<file path="config.mk">
export PLATFORM = sky130hd
export DESIGN_NAME = pwm_bank
export DESIGN_NICKNAME = d
export VERILOG_FILES = /design/src/rtl/pwm_bank_pkg.sv /design/src/rtl/pwm_channel.sv /design/src/rtl/pwm_bank.sv
export SDC_FILE = /design/constraint.sdc
export NUM_CORES = 1
export LEC_CHECK = 0
export CAP_MARGIN = 20
export CORE_MARGIN = 1.5
export CORE_UTILIZATION = 53
export DETAILED_ROUTE_END_ITERATION = 8
export GPL_ROUTABILITY_DRIVEN = 0
export PLACE_DENSITY = 0.74
export REMOVE_ABC_BUFFERS = 1
export SLEW_MARGIN = 10
export SYNTH_ARGS = -nofsm -noshare
export SYNTH_HDL_FRONTEND = slang
export SYNTH_HIERARCHICAL = 1
export SYNTH_SLANG_ARGS = --single-unit
export TNS_END_PERCENT = 20
</file>
<file path="constraint.sdc">
create_clock -name clock -period 2.35 [get_ports clock]
set_input_delay 0.3525 -clock clock [delete_from_list [all_inputs] [get_ports clock]]
set_output_delay 0.3525 -clock clock [all_outputs]
set_load 0.01 [all_outputs]
</file>
<file path="src/rtl/pwm_bank_pkg.sv">
// Shared register-window layout for the PWM bank: word offsets and CTRL field positions.
package pwm_bank_pkg;

    localparam logic [3:0] OFF_CTRL   = 4'd0;
    localparam logic [3:0] OFF_PERIOD = 4'd1;
    localparam logic [3:0] OFF_PRESC  = 4'd2;
    localparam logic [3:0] OFF_STATUS = 4'd3;
    localparam logic [3:0] OFF_DUTY0  = 4'd4;

    localparam int FORCE_BIT = 31;
    localparam int EN_LSB    = 0;
    localparam int INV_LSB   = 8;

endpackage

</file>
<file path="src/rtl/pwm_channel.sv">
// One PWM output: compares the shared period counter against this channel's active duty,
// applies enable/polarity and registers the result.
module pwm_channel #(
    parameter int CNT_W = 16
) (
    input  logic             clock,
    input  logic             reset,
    input  logic [CNT_W-1:0] cnt,
    input  logic [CNT_W-1:0] duty_act,
    input  logic             en,
    input  logic             inv,
    output logic             pwm
);

    logic pwm_d;
    logic pwm_q;

    // A disabled channel idles at its inactive level, which is the polarity bit itself.
    always_comb begin
        pwm_d = inv;
        if (en) begin
            pwm_d = (cnt < duty_act) ^ inv;
        end
    end

    always_ff @(posedge clock) begin
        if (!reset) begin
            pwm_q <= 1'b0;
        end else begin
            pwm_q <= pwm_d;
        end
    end

    assign pwm = pwm_q;

endmodule

</file>
<file path="src/rtl/pwm_bank.sv">
// Memory-mapped multi-channel PWM: bus decode, double-buffered period/duty, shared
// prescaler and period counter, commit logic and registered read-back.
module pwm_bank
    import pwm_bank_pkg::*;
#(
    parameter int          NUM_CH    = 4,
    parameter int          CNT_W     = 16,
    parameter int          PRESC_W   = 8,
    parameter logic [11:0] BASE_ADDR = 12'hF00
) (
    input  logic              clock,
    input  logic              reset,
    input  logic              wren,
    input  logic [11:0]       address,
    input  logic [31:0]       data,
    output logic [31:0]       q,
    output logic [NUM_CH-1:0] pwm_out,
    output logic              period_tick
);

    localparam logic [3:0] NUM_CH4 = 4'(NUM_CH);

    logic [NUM_CH-1:0]  en_q, en_d;
    logic [NUM_CH-1:0]  inv_q, inv_d;
    logic [CNT_W-1:0]   period_sh_q, period_sh_d;
    logic [CNT_W-1:0]   per_act_q, per_act_d;
    logic [CNT_W-1:0]   cnt_q, cnt_d;
    logic [PRESC_W-1:0] presc_q, presc_d;
    logic [PRESC_W-1:0] pcnt_q, pcnt_d;
    logic [CNT_W-1:0]   duty_sh_q [NUM_CH];
    logic [CNT_W-1:0]   duty_sh_d [NUM_CH];
    logic [CNT_W-1:0]   duty_act_q [NUM_CH];
    logic [CNT_W-1:0]   duty_act_d [NUM_CH];
    logic               tick_q, tick_d;
    logic [31:0]        rdata_q, rdata_d;

    logic       sel;
    logic       wr;
    logic [3:0] off;
    logic [3:0] duty_idx;
    logic       duty_hit;
    logic       force_req;
    logic       presc_tick;
    logic       wrap;
    logic       commit;

    logic [CNT_W+PRESC_W-1:0] status_w;
    logic                     unused_data;

    assign unused_data = ^data;
    assign status_w    = {pcnt_q, cnt_q};

    always_comb begin
        off        = address[3:0];
        sel        = (address[11:4] == BASE_ADDR[11:4]);
        wr         = wren & sel;
        duty_idx   = off - OFF_DUTY0;
        duty_hit   = (off >= OFF_DUTY0) && (duty_idx < NUM_CH4);
        force_req  = wr && (off == OFF_CTRL) && data[FORCE_BIT];
        presc_tick = (pcnt_q >= presc_q);
        wrap       = presc_tick && (cnt_q == per_act_q);
        commit     = wrap | force_req;
    end

    // Register writes; a write coinciding with a commit lands in the shadow only,
    // because the commit below samples the shadow's current (old) value.
    always_comb begin
        en_d        = en_q;
        inv_d       = inv_q;
        period_sh_d = period_sh_q;
        presc_d     = presc_q;
        for (int i = 0; i < NUM_CH; i++) begin
            duty_sh_d[i]  = duty_sh_q[i];
            duty_act_d[i] = commit ? duty_sh_q[i] : duty_act_q[i];
            if (wr && duty_hit && (duty_idx == 4'(i))) begin
                duty_sh_d[i] = data[CNT_W-1:0];
            end
        end
        if (wr) begin
            case (off)
                OFF_CTRL: begin
                    en_d  = data[EN_LSB +: NUM_CH];
                    inv_d = data[INV_LSB +: NUM_CH];
                end
                OFF_PERIOD: period_sh_d = data[CNT_W-1:0];
                OFF_PRESC:  presc_d     = data[PRESC_W-1:0];
                default:    ;
            endcase
        end
    end

    // Counters only ever return to zero through the compares, so they cannot overflow.
    always_comb begin
        per_act_d = commit ? period_sh_q : per_act_q;
        tick_d    = commit;
        pcnt_d    = presc_tick ? '0 : pcnt_q + 1'b1;
        cnt_d     = cnt_q;
        if (presc_tick) begin
            cnt_d = wrap ? '0 : cnt_q + 1'b1;
        end
        if (force_req) begin
            pcnt_d = '0;
            cnt_d  = '0;
        end
    end

    always_comb begin
        rdata_d = '0;
        if (sel) begin
            case (off)
                OFF_CTRL: begin
                    rdata_d[EN_LSB +: NUM_CH]  = en_q;
                    rdata_d[INV_LSB +: NUM_CH] = inv_q;
                end
                OFF_PERIOD: rdata_d[CNT_W-1:0]         = period_sh_q;
                OFF_PRESC:  rdata_d[PRESC_W-1:0]       = presc_q;
                OFF_STATUS: rdata_d[CNT_W+PRESC_W-1:0] = status_w;
                default: begin
                    for (int i = 0; i < NUM_CH; i++) begin
                        if (duty_hit && (duty_idx == 4'(i))) begin
                            rdata_d[CNT_W-1:0] = duty_sh_q[i];
                        end
                    end
                end
            endcase
        end
    end

    always_ff @(posedge clock) begin
        if (!reset) begin
            en_q        <= '0;
            inv_q       <= '0;
            period_sh_q <= '0;
            per_act_q   <= '0;
            cnt_q       <= '0;
            presc_q     <= '0;
            pcnt_q      <= '0;
            tick_q      <= 1'b0;
            rdata_q     <= '0;
            for (int i = 0; i < NUM_CH; i++) begin
                duty_sh_q[i]  <= '0;
                duty_act_q[i] <= '0;
            end
        end else begin
            en_q        <= en_d;
            inv_q       <= inv_d;
            period_sh_q <= period_sh_d;
            per_act_q   <= per_act_d;
            cnt_q       <= cnt_d;
            presc_q     <= presc_d;
            pcnt_q      <= pcnt_d;
            tick_q      <= tick_d;
            rdata_q     <= rdata_d;
            for (int i = 0; i < NUM_CH; i++) begin
                duty_sh_q[i]  <= duty_sh_d[i];
                duty_act_q[i] <= duty_act_d[i];
            end
        end
    end

    generate
        for (genvar gi = 0; gi < NUM_CH; gi++) begin : g_ch
            pwm_channel #(
                .CNT_W(CNT_W)
            ) u_ch (
                .clock   (clock),
                .reset   (reset),
                .cnt     (cnt_q),
                .duty_act(duty_act_q[gi]),
                .en      (en_q[gi]),
                .inv     (inv_q[gi]),
                .pwm     (pwm_out[gi])
            );
        end
    endgenerate

    assign q           = rdata_q;
    assign period_tick = tick_q;

endmodule

</file>
== Yosys cells after proc, flatten, opt, wreduce, memory -nomap -nowiden ==
Memory sizes are Yosys's and may differ from the RTL's.
Index checks and enable logic that the tools add are counted.

* $add $sub $neg: 3
* $lt $le $gt $ge: 7
* Eq/ne operators: 8
* Muxes and demuxes: 31
* Bitwise operators: 15
* Reduce and logical (&&, ||, !) cells: 23

{| class="wikitable"
|+ Operators by type and width
! cell !! number
|-
| 2-to-1 mux 16 bit || 21
|-
| less-than comparator 16 bit || 4
|-
| one-hot mux 4 bit (4 select lines) || 3
|-
| adder 16 x 1 -> 16 bit (second input constant) || 1
|-
| == test 16 bit || 1
|-
| == test 4 x 2 -> 1 bit (second input constant) || 4
|-
| logical AND 1 bit || 13
|-
| one-hot mux 4 bit (3 select lines) || 1
|-
| OR 1 bit || 9
|-
| adder 8 x 1 -> 8 bit (second input constant) || 1
|-
| == test 4 x 1 -> 1 bit (second input constant) || 2
|-
| == test 8 bit (second input constant) || 1
|-
| >= comparator 8 bit || 1
|-
| logical NOT 4 bit || 2
|-
| AND reduction 2 bit || 4
|-
| 2-to-1 mux 1 bit || 6
|-
| >= comparator 4 x 3 -> 1 bit (second input constant) || 1
|-
| less-than comparator 4 x 3 -> 1 bit (second input constant) || 1
|-
| OR reduction 2 bit || 2
|-
| subtractor 4 x 3 -> 4 bit (second input constant) || 1
|-
| bitwise XOR 1 bit || 4
|-
| AND reduction 3 bit || 1
|-
| OR reduction 3 bit || 1
|-
| bitwise AND 1 bit || 1
|-
| inverter 1 bit || 1
|}

* Register bits after elaboration: 109
* RAM bits: 128
* Input port bits: 47
* Output and inout port bits: 37
* Word-level logic and storage cells: 104
* Memories: 2

{| class="wikitable"
|+ Memory list
! memory !! words !! width !! read ports !! clocked after memory_dff !! write ports !! line !! text
|-
| duty_act_q || 4 || 16 || 4 || 0 || 4 || pwm_bank.sv:32 || <nowiki>logic [CNT_W-1:0] duty_act_q [NUM_CH];</nowiki>
|-
| duty_sh_q || 4 || 16 || 4 || 0 || 4 || pwm_bank.sv:30 || <nowiki>logic [CNT_W-1:0] duty_sh_q [NUM_CH];</nowiki>
|}

== Logic depth before layout (Yosys ltp) ==
Gate-level depths: netlist of the first run.

* Depth in word-level cells: 9
* Depth in mapped cells: 10
* Depth with buffers taken out: 7

== Hierarchy ==
Netlist of the first run, hierarchy kept.

{| class="wikitable"
|+ By module, submodules not included
! module !! times used !! cells each !! area an instance (µm²) !! seq. area each (µm²)
|-
| pwm_bank || 1 || 884 || 9,051.2 || 4,504.3
|-
| pwm_channel || 4 || 57 || 465.4 || 20.0
|}

== Worst setup path before layout of the first run ==
Ideal clock, no wire load.

* Kind: reg2reg
* Start point: register pcnt_q[0]
* End point: register pcnt_q[2]
* Library setup time: 65 ps
* Arrival: 2,191 ps
* Data required time: 2,285 ps
* Path slack: 94 ps
* Stages on the path, launching flop included: 11
* Path buffers: 3
* Period minus slack after synthesis: 2,256 ps
* Path through: dfxtp_1 -> inv_1 -> ha_1 -> nand2b_1 -> a2111o_1 -> a31oi_1 -> buf_2 -> buf_4 -> buf_2 -> nand2_1 -> nor2_1

* Cells in the longest elaborated chain, start to end: 2
* Elaborated cells on any way between the ends: 3
* Those cells by class: add/sub: 1; order compare: 1; reduce/logical: 1

{| class="wikitable"
|+ RTL lines
! what !! line !! text
|-
| start: declaration || pwm_bank.sv:29 || <nowiki>logic [PRESC_W-1:0] pcnt_q, pcnt_d;</nowiki>
|-
| start signal: assignment || pwm_bank.sv:151 || <nowiki>pcnt_q <= pcnt_d;</nowiki>
|-
| >= comparator 8 bit || pwm_bank.sv:60 || <nowiki>presc_tick = (pcnt_q >= presc_q);</nowiki>
|-
| OR reduction 3 bit (no line) || n/a ||
|}

Several ways; a longest one is shown, not always the timed one.
A chain may end at the register's enable or synchronous reset.

== Final worst setup path of the first run ==
* Start point: register presc_q[2]
* End point: register cnt_q[11]

* Cells in the longest elaborated chain, start to end: 3

{| class="wikitable"
|+ RTL lines
! what !! line !! text
|-
| start: declaration || pwm_bank.sv:28 || <nowiki>logic [PRESC_W-1:0] presc_q, presc_d;</nowiki>
|-
| start signal: assignment || pwm_bank.sv:150 || <nowiki>presc_q <= presc_d;</nowiki>
|-
| >= comparator 8 bit * || pwm_bank.sv:60 ||
|-
| logical AND 1 bit || pwm_bank.sv:61 || <nowiki>wrap = presc_tick && (cnt_q == per_act_q);</nowiki>
|-
| 2-to-1 mux 16 bit || pwm_bank.sv:99 || <nowiki>cnt_d = wrap ? '0 : cnt_q + 1'b1;</nowiki>
|-
| end signal: assignment || pwm_bank.sv:149 || <nowiki>cnt_q <= cnt_d;</nowiki>
|-
| end: declaration || pwm_bank.sv:27 || <nowiki>logic [CNT_W-1:0] cnt_q, cnt_d;</nowiki>
|}

Every way passes the cells marked *; elsewhere a longest branch is shown, timed or not.

==> flow_summary.toml, run 1 <==
[run_status]
outcome = "complete, no violations"

[setup_path]
cp-startpoint = "presc_q[2]"
critPathRequiredTime_ns = 2.81
crit_path_end = "cnt_q[11]"
slowest_delay_ns = 0.60
worstSetupPathType = "flop to flop"
r2r_slack_ns = 0.06
crit_cells = 9
r2r-start = "presc_q[2]"
reg2regPathDepth = 9
end_kind = "flop"
cp_data_arrival_time_ns = 2.75
crit_buf_inv = 3
timing.rr.end = "cnt_q[11]"
crit_family = "simple AND/OR/NAND/NOR gates"
cp_max_fo = 12
cp-start-kind = "flop"
cpMaxStageDelayCell = "or4b_2"
cp_cell_sequence = "inv_1 > ha_1 > o21ai_0 > nand2b_1 > a31oi_4 > buf_6 > clkbuf_16 > or4b_2 > a21oi_1"

[global_route]
grtUsageTotal_pct = 28.3
grt.overflow.total = 0
grt_pass1_wl_mm = 47.7
antenna_found_initial = 0
grt_start_max_net_pins = 53
first_global_vias = 8507

[synth]
yosys-top-cells-area = "dfxtp_1 (42%), ha_1 (8.0%), a22o_1 (7.1%)"
synth_xor_area_share_pct = 1.85
syn_area_um2 = 10900
synth_top_family_by_area = "compound AO/OA/AOI/OAI gates"
synthAdderAreaFrac_pct = 8.03
ys_types = 61
yosys_most_used_dff = "dfxtp_1"
synth_area_leader_cell = "dfxtp_1"
synth_compound_area_share_pct = 17.5
syn_area_per_cell_um2 = 9.81
synthMuxAreaShare_pct = 9.91
synth_warnings = 6
seq_area_frac_synth_pct = 42.0
synth_cells = 1112
synth_simple_gate_area_share_pct = 14.5
ys_async_sr_fraction_pct = 0
synth_edf_count = 0
yosysTopAreaCellShare_pct = 42.0
ys_seq_elements = 229

[power_and_ir_drop]
pwr-share-seq_pct = 45.9
power_leakage_nw = 4.94
power_frac_comb_pct = 3.7
p_total_mw = 8.46
power.switching_mw = 1.79
peakVddDrop_mv = 0.630
powerDensity_nw_per_um2 = 643
power.internal_mw = 6.66
clkPwrFrac_pct = 50.4
switching_share_pct = 21.2

[floorplan]
pin_count = 84
rows = 52
start_util_pct = 53.9
die-width_um = 146
coreArea_um2 = 20200
die_y_um = 146
dieArea_um2 = 21500

[timing]
period_needed_ns = 2.29
worst_pin_slew_ns = 0.594
hold_viol = 0
max_freq_mhz = 437
setup_viol = 0
fin_crit_sh_pct = 97.4
slew_viol_final = 0
clock_skew_ns = 0.0143
rsz0062_at_grt = "yes"
relSlewSlack_pct = 60.4
hold_ws_ns = 0.471
tns_ns = 0

[clocking]
cts_inserted_buffers = 25
clockRootBuffer = "clkbuf_16"
clk_pin_slew_ns = 0.06
cts.sinks = 229
clk_path_buf_depth = 3
htreeDepth = 1
insertion_delay_ns = 0.53
cts_tree = "done"

[layout]
finalNetCount = 1323
multi_input_area_um2 = 5710
drive_gt1_share_pct = 14.6
areaGrowthSynthToFinish_pct = 20.5
final_core_util_pct = 65.0
final_common_cell = "dfxtp_1"
most-common-layout-cells = "dfxtp_1 (228), nor2_1 (89), a22o_1 (88)"
regArea_um2 = 4590
diodes = 0
fill_cells = 1601

[detailed_routing]
routedWlPerCell_um = 20.7
drc = 0
vias = 9038
drtAntennaViolNets = 0
totalWireLength_mm = 30.9
first_pass_iters = 5
drt_iter0_drc = 749
viasPerCell = 6.05

[job]
cap_viol_max_count = 0

[placed_design]
place_hpwl_mm = 21.4
port_buffers = 60

[min_path]
hold_path_class = "flop to flop"
worstHoldPathCells = 2
-- power by group through the flow --
stage | Clock (mW) | Sequential [mW] | Combinational (mW)
floorplan | 0 | 3.97 | 0.0954
detailed placement | 0 | 3.97 | 0.305
CTS | 4.30 | 3.88 | 0.307
global placement | 0 | 3.97 | 0.302
global route | 4.46 | 3.88 | 0.327
finish | 4.26 | 3.88 | 0.313
-- state kept, by name (all words and copies together) (netlist names), 8 cells and up --
register and count:
duty_act_q 64, duty_sh_q 64, q 24, cnt_q 16, per_act_q 16, period_sh_q 16, pcnt_q 8, presc_q 8
-- worst register-to-register path, delay by kind of cell (launching register included) --
kind	cells	cell delay, ns
AND/OR/NAND/NOR	2	0.77
adder cells (fa/ha/maj)	1	0.28
buffers and inverters	3	0.41
flip-flops	1	0.42
AO/OA/AOI/OAI	3	0.36
-- what timing repair did --
item | in CTS | in global routing
pin swaps | 0 | 4
setup endpoints to repair | 63 | 89
setup buffers | 0 | 1
hold buffers | 0 | 0
resized for setup | 1 | 5
cloned | 0 | 1
-- cells by family (layout without fill, tap and decap cells) --
group,Yosys count,count (layout)
compound gates,252,252
xor+xnor,23,23
fa+ha+maj,70,70
buf+inv,149,253
flops,229,229
mux,92,92
other cells,1,8
simple gates,296,296
-- layout make-up --
class | count | area share (%)
multi-input cells | 741 | 43.4
flip-flops and latches | 229 | 34.9
repair buffers | 134 | 10.1
clock buffers | 37 | 5.79
well taps | 270 | 2.57
inverters | 75 | 2.14
clock inverters | 7 | 1.09
-- through the flow --
step | cells | area [um^2] | setup WS, ns
finish | 1493 | 13100 | 0.0615
global route | 1493 | 13100 | -0.0284
CTS | 1491 | 13100 | 0.0135
detailed placement | 1447 | 12200 | -0.0943
global placement | 1447 | 12200 | -0.0259
floorplan | 1045 | 10500 | -1.83
-- synthesized netlist by cell type (11+ instances only) --
library cell,count
dfxtp_1,229
nor2_1,89
a22o_1,88
nand2_1,78
inv_1,74
mux2i_1,72
a21oi_1,70
ha_1,70
clkbuf_1,36
o21ai_0,27
nand3_1,21
xor2_1,21
nor3_1,17
nand4_1,15
a221oi_1,12
buf_4,12
mux4_2,12
buf_2,11
-- worst min path at each step --
stage	start	to	slack, ns
after global placement	duty_sh_q[0][10]	duty_sh_q[0][10]	0.46
after global routing	duty_sh_q[0][14]	duty_sh_q[0][14]	0.49
after CTS	duty_sh_q[0][14]	duty_sh_q[0][14]	0.47
after detailed placement	duty_sh_q[0][14]	duty_sh_q[0][14]	0.46
after floorplan	duty_sh_q[0][0]	duty_sh_q[0][0]	0.45
final	duty_sh_q[0][14]	duty_sh_q[0][14]	0.47
-- per-layer routing --
metal / share of wire, % / GRT usage, % / wire (um)
met1: 44 / 39.9 / 13500
met2: 45 / 44.3 / 14000
met3: 8.2 / 4.34 / 2520
met4: 2.8 / 9.34 / 867
met5: 0 / 0 / 0
Power figures use the tool's default switching activity.
==> run 2, diff against run 1 <==
Settings changed: SETUP_SLACK_MARGIN set to 0.4.
==> run 2 against run 1 <==
Total power rose by 0.50%; register-to-register slack improved by 0.09 ns; combinational power rose by 12%; critical path type unchanged; maximum frequency rose by 3.9%; wire length rose by 3.6%; global-route usage rose by 1.2 points; clock-buffer cell count did not move; utilization rose by 1.3 points; design area rose by 2.0%; final cell count rose by 1.1%.
==> flow_summary.toml, run 2 (synthesis gave the netlist of run 1 again) <==
[run_status]
outcome = "complete, no violations"

[clocking]
cts_inserted_buffers = 25
insertion_delay_ns = 0.54
cts.sinks = 229
clk_path_buf_depth = 3
cts_hold_buf = 0
clk_pin_slew_ns = 0.06
clockRootBuffer = "clkbuf_16"
htreeDepth = 1
cts_tree = "done"

[layout]
final_common_cell = "dfxtp_1"
areaGrowthSynthToFinish_pct = 22.9
most-common-layout-cells = "dfxtp_1 (219), nor2_1 (89), a22o_1 (88)"
finalNetCount = 1339
diodes = 0
drive_gt1_share_pct = 17.4

[timing]
fin_crit_sh_pct = 93.8
slew_viol_final = 0
hold_ws_ns = 0.470
clock_skew_ns = 0.0165
rsz0062_at_grt = "yes"
post-route-worst-setup-slack_ns = 0.147
hold_viol = 0
worst_pin_slew_ns = 0.603
relSlewSlack_pct = 59.8
max_freq_mhz = 454
period_needed_ns = 2.20
setup_viol = 0

[setup_path]
crit_buf_inv = 3
critPathRequiredTime_ns = 2.76
worstSetupPathType = "flop to flop"
end_kind = "flop"
cp_data_arrival_time_ns = 2.62
cp-start-kind = "flop"
cp_cell_sequence = "inv_2 > ha_4 > nand2b_4 > a2111o_1 > a311oi_2 > a211oi_4 > buf_12 > buf_16 > a22o_1"
crit_family = "compound AO/OA/AOI/OAI gates"
slowest_delay_ns = 0.40
cp_max_fo = 16
cpMaxStageDelayCell = "a2111o_1"

[placed_design]
place_hpwl_mm = 21.4
port_buffers = 60
place_ws_ns = -0.0943

[global_route]
first_global_vias = 8787
grt.overflow.total = 0
grtUsageTotal_pct = 29.4
antenna_found_initial = 0
grt_pass1_wl_mm = 49.5
grt_start_max_net_pins = 53

[floorplan]
start_util_pct = 53.9
rows = 52
dieArea_um2 = 21500
coreArea_um2 = 20200
die-width_um = 146
pin_count = 84
die_y_um = 146

[detailed_routing]
dr_wl_met3_mm = 2.86
totalWireLength_mm = 32.0
first_pass_iters = 6
wl_met2_mm = 14.5
drtAntennaViolNets = 0
m1WireLength_mm = 13.6
drc = 0
routedWlPerCell_um = 21.2
highest_layer = "met4"
vias = 9188
viasPerCell = 6.09
drt_iter0_drc = 857

[job]
cap_viol_max_count = 0

[power_and_ir_drop]
power_leakage_nw = 5.07
peakVddDrop_mv = 0.631
powerDensity_nw_per_um2 = 633

[min_path]
hold_path_class = "flop to flop"
-- run 2: repair_timing --
action,in CTS,in global routing
buffers inserted,13,1
pin swaps,5,3
hold endpoints to repair,0,0
resized for setup,25,12
gates cloned,4,0
endpoints found under the setup margin,108,168
-- run 2: where the power goes --
group,total (mW),switching (mW),internal [mW],leakage (nW)
clock,4.27,1.60,2.67,0.438
combinational,0.349,0.215,0.134,2.78
sequential,3.88,0.000449,3.88,1.85
total,8.50,1.81,6.68,5.07
-- run 2: layer usage --
metal | up-vias | GRT usage (%)
li1 | 4216 | -
met1 | 4443 | 40.5
met2 | 452 | 46.6
met3 | 77 | 5.13
met4 | 0 | 10.5
met5 | - | 0
-- run 2: path summary, 6_finish.rpt --
| path | start | end | slack [ns] | cells after the start |
|---|---|---|---|---|
| worst max-delay path | pcnt_q[0] | duty_act_q[0][7] | 0.15 | 9 |
| worst max register to register | pcnt_q[0] | duty_act_q[0][7] | 0.15 | 9 |
| worst min register to register | duty_sh_q[0][14] | duty_sh_q[0][14] | 0.47 | 2 |
| worst min-delay path | duty_sh_q[0][14] | duty_sh_q[0][14] | 0.47 | 2 |
-- run 2: layout make-up --
class,count,area (um^2)
fill,1551,6820
multi-input combinational,741,5770
sequential,229,4600
timing repair buffer,150,1530
clock buffer,37,761
tap,270,338
inverter,75,282
clock inverter,7,144
-- run 2: per-stage QoR --
step / std cells / power (mW) / instance area [um^2] / setup TNS, ns / util (%)
floorplan: 1045 / 4.07 / 10500 / -163.27 / -
global placement: 1447 / 4.27 / 12200 / -1.19 / 60.2
detailed placement: 1447 / 4.27 / 12200 / -5.89 / 60.2
CTS: 1508 / 8.52 / 13400 / 0 / 66.1
global route: 1509 / 8.70 / 13400 / 0 / 66.3
finish: 1509 / 8.50 / 13400 / 0 / 66.3
-- run 2: tightest hold or removal path, cell delays in order (launching register included) --
cell	delay (ns)
dfxtp_1	0.32
nand2_1	0.06
a21oi_1	0.05
==> run 3, diff against run 2 <==
Settings changed: GPL_ROUTABILITY_DRIVEN 0 to not set.
==> run 3 against run 2 <==
Worst hold slack improved by 0.0024 ns; clock-buffer cell count decreased by 4; critical path type unchanged; sequential cell count did not move; maximum frequency is 0.13% higher; total power fell by 3.3%; design area fell by 0.40%; clock power shrank 6.8%; global-route usage decreased by 0.21 points; combinational power about the same; clock skew rose by 0.0048 ns.
==> flow_summary.toml, run 3 (synthesis gave the netlist of run 1 again) <==
[floorplan]
dieArea_um2 = 21500
die_y_um = 146
rows = 52
die-width_um = 146
start_util_pct = 53.9
pin_count = 84
coreArea_um2 = 20200

[timing]
slew_viol_final = 0
hold_viol = 0
max_freq_mhz = 454
period_needed_ns = 2.20
worst_pin_slew_ns = 0.645
hold_ws_ns = 0.473
relSlewSlack_pct = 57.0
rsz0062_at_grt = "yes"
fin_crit_sh_pct = 93.6
setup_viol = 0
clock_skew_ns = 0.0213

[placed_design]
place_hpwl_mm = 21.7
placed_cells = 1450
place_congestion = 0.961
port_buffers = 60
post_dp_cell_area_um2 = 12200

[global_route]
grt.overflow.total = 0
grt_start_max_net_pins = 58
first_global_vias = 8853
grtUsageTotal_pct = 29.2
grt_pass1_wl_mm = 49.1
antenna_found_initial = 0

[min_path]
hold_path_class = "flop to flop"
min_to = "duty_sh_q[0][4]"
worstHoldPathCells = 2
worstHoldStart = "duty_sh_q[0][4]"

[detailed_routing]
drtAntennaViolNets = 0
dr_wl_met3_mm = 3.04
wl_met2_mm = 14.2
totalWireLength_mm = 31.7
routedWlPerCell_um = 21.1
first_pass_iters = 5
m1WireLength_mm = 13.4
drt_iter0_drc = 734
highest_layer = "met4"
drc = 0
vias = 9116
viasPerCell = 6.06

[setup_path]
critPathRequiredTime_ns = 2.78
cp-start-kind = "flop"
r2r-start = "presc_q[0]"
reg2regPathDepth = 8
cp_data_arrival_time_ns = 2.63
r2r_slack_ns = 0.15
worstSetupPathType = "flop to flop"
cp_max_fo = 8
end_kind = "flop"
timing.rr.end = "duty_act_q[1][9]"

[layout]
multi_input_area_um2 = 5810
fill_cells = 1581
finalNetCount = 1333
final_common_cell = "dfxtp_1"
areaGrowthSynthToFinish_pct = 22.4
stdcell_count = 1504
most-common-layout-cells = "dfxtp_1 (215), nor2_1 (89), a22o_1 (88)"
regArea_um2 = 4600
stdcell_area_um2 = 13400
drive_gt1_share_pct = 18.2
diodes = 0

[clocking]
insertion_delay_ns = 0.55
clockRootBuffer = "clkbuf_16"
htreeDepth = 1
cts_hold_buf = 0
clk_pin_slew_ns = 0.07
clk_path_buf_depth = 3
cts_inserted_buffers = 25
cts.sinks = 229
cts_tree = "done"

[power_and_ir_drop]
peakVddDrop_mv = 0.634
powerDensity_nw_per_um2 = 615
p_total_mw = 8.22
power_leakage_nw = 5.03

[job]
cap_viol_max_count = 0

[run_status]
outcome = "complete, no violations"
==> run 3: changes by cell type in the layout (fill, tap and decap cells not counted), sizes merged <==
| cell | previous run | this run |
|---|---|---|
| buf | 92 | 85 |
| clkinv | 0 | 6 |
| clkbuf | 37 | 34 |
| bufinv | 4 | 2 |
| clkinvlp | 2 | 3 |
==> run 3: critical path, cell delays in order, from the launching register on <==
cell and delay (ns):
dfxtp_2 0.34, ha_4 0.23, nand2b_4 0.13, a2111o_1 0.46, a311oi_2 0.31, a211oi_4 0.08
buf_6 0.18, clkbuf_16 0.17, a22o_1 0.18
==> run 3: final cells by class <==
cell class	count	share of cell area, %
Clock buffer	33	5.28
Clock inverter	12	0.936
Inverter	75	2.11
Multi-Input combinational cell	741	43.4
Sequential cell	229	34.4
Tap cell	270	2.53
Timing Repair Buffer	144	11.3
==> run 3: what timing repair did <==
item / in CTS / in global routing
buffers inserted: 4 / 1
endpoints found under the setup margin: 109 / 175
resized for setup: 31 / 18
pin swaps: 6 / 9
gates cloned: 3 / 1
==> run 3: how the worst max path moves through the flow <==
stage	startpoint	to	slack, ns	cells after the start
final	presc_q[0]	duty_act_q[1][9]	0.15	8
after global routing	pcnt_q[0]	duty_act_q[1][9]	0.11	9
after CTS	cnt_q[7]	g_ch[3].u_ch/pwm	0.19	6
after detailed placement	address[5]	duty_sh_q[2][9]	-0.14	7
after global placement	address[5]	duty_sh_q[2][14]	-0.04	7
after floorplan	pcnt_q[0]	duty_act_q[0][0]	-1.83	7
==> run 3: routing by layer <==
metal | up-vias | GRT usage (%)
met1 | 4393 | 39.1
met5 | - | 0
met2 | 442 | 46.0
met3 | 82 | 6.25
met4 | 0 | 11.9
li1 | 4199 | -
==> run 3: through the flow <==
| step | setup slack, ns | setup TNS, ns | util (%) |
|---|---|---|---|
| global route | 0.109 | 0 | 66.0 |
| CTS | 0.186 | 0 | 65.6 |
| finish | 0.149 | 0 | 66.0 |
| floorplan | -1.83 | -163.27 | - |
| global placement | -0.0440 | -2.06 | 60.4 |
| detailed placement | -0.140 | -11.21 | 60.4 |
==> run 3: power breakdown <==
group	switching, mW	internal [mW]
combinational	0.211	0.138
clock	1.65	2.33
sequential	0.000506	3.88
total	1.86	6.35
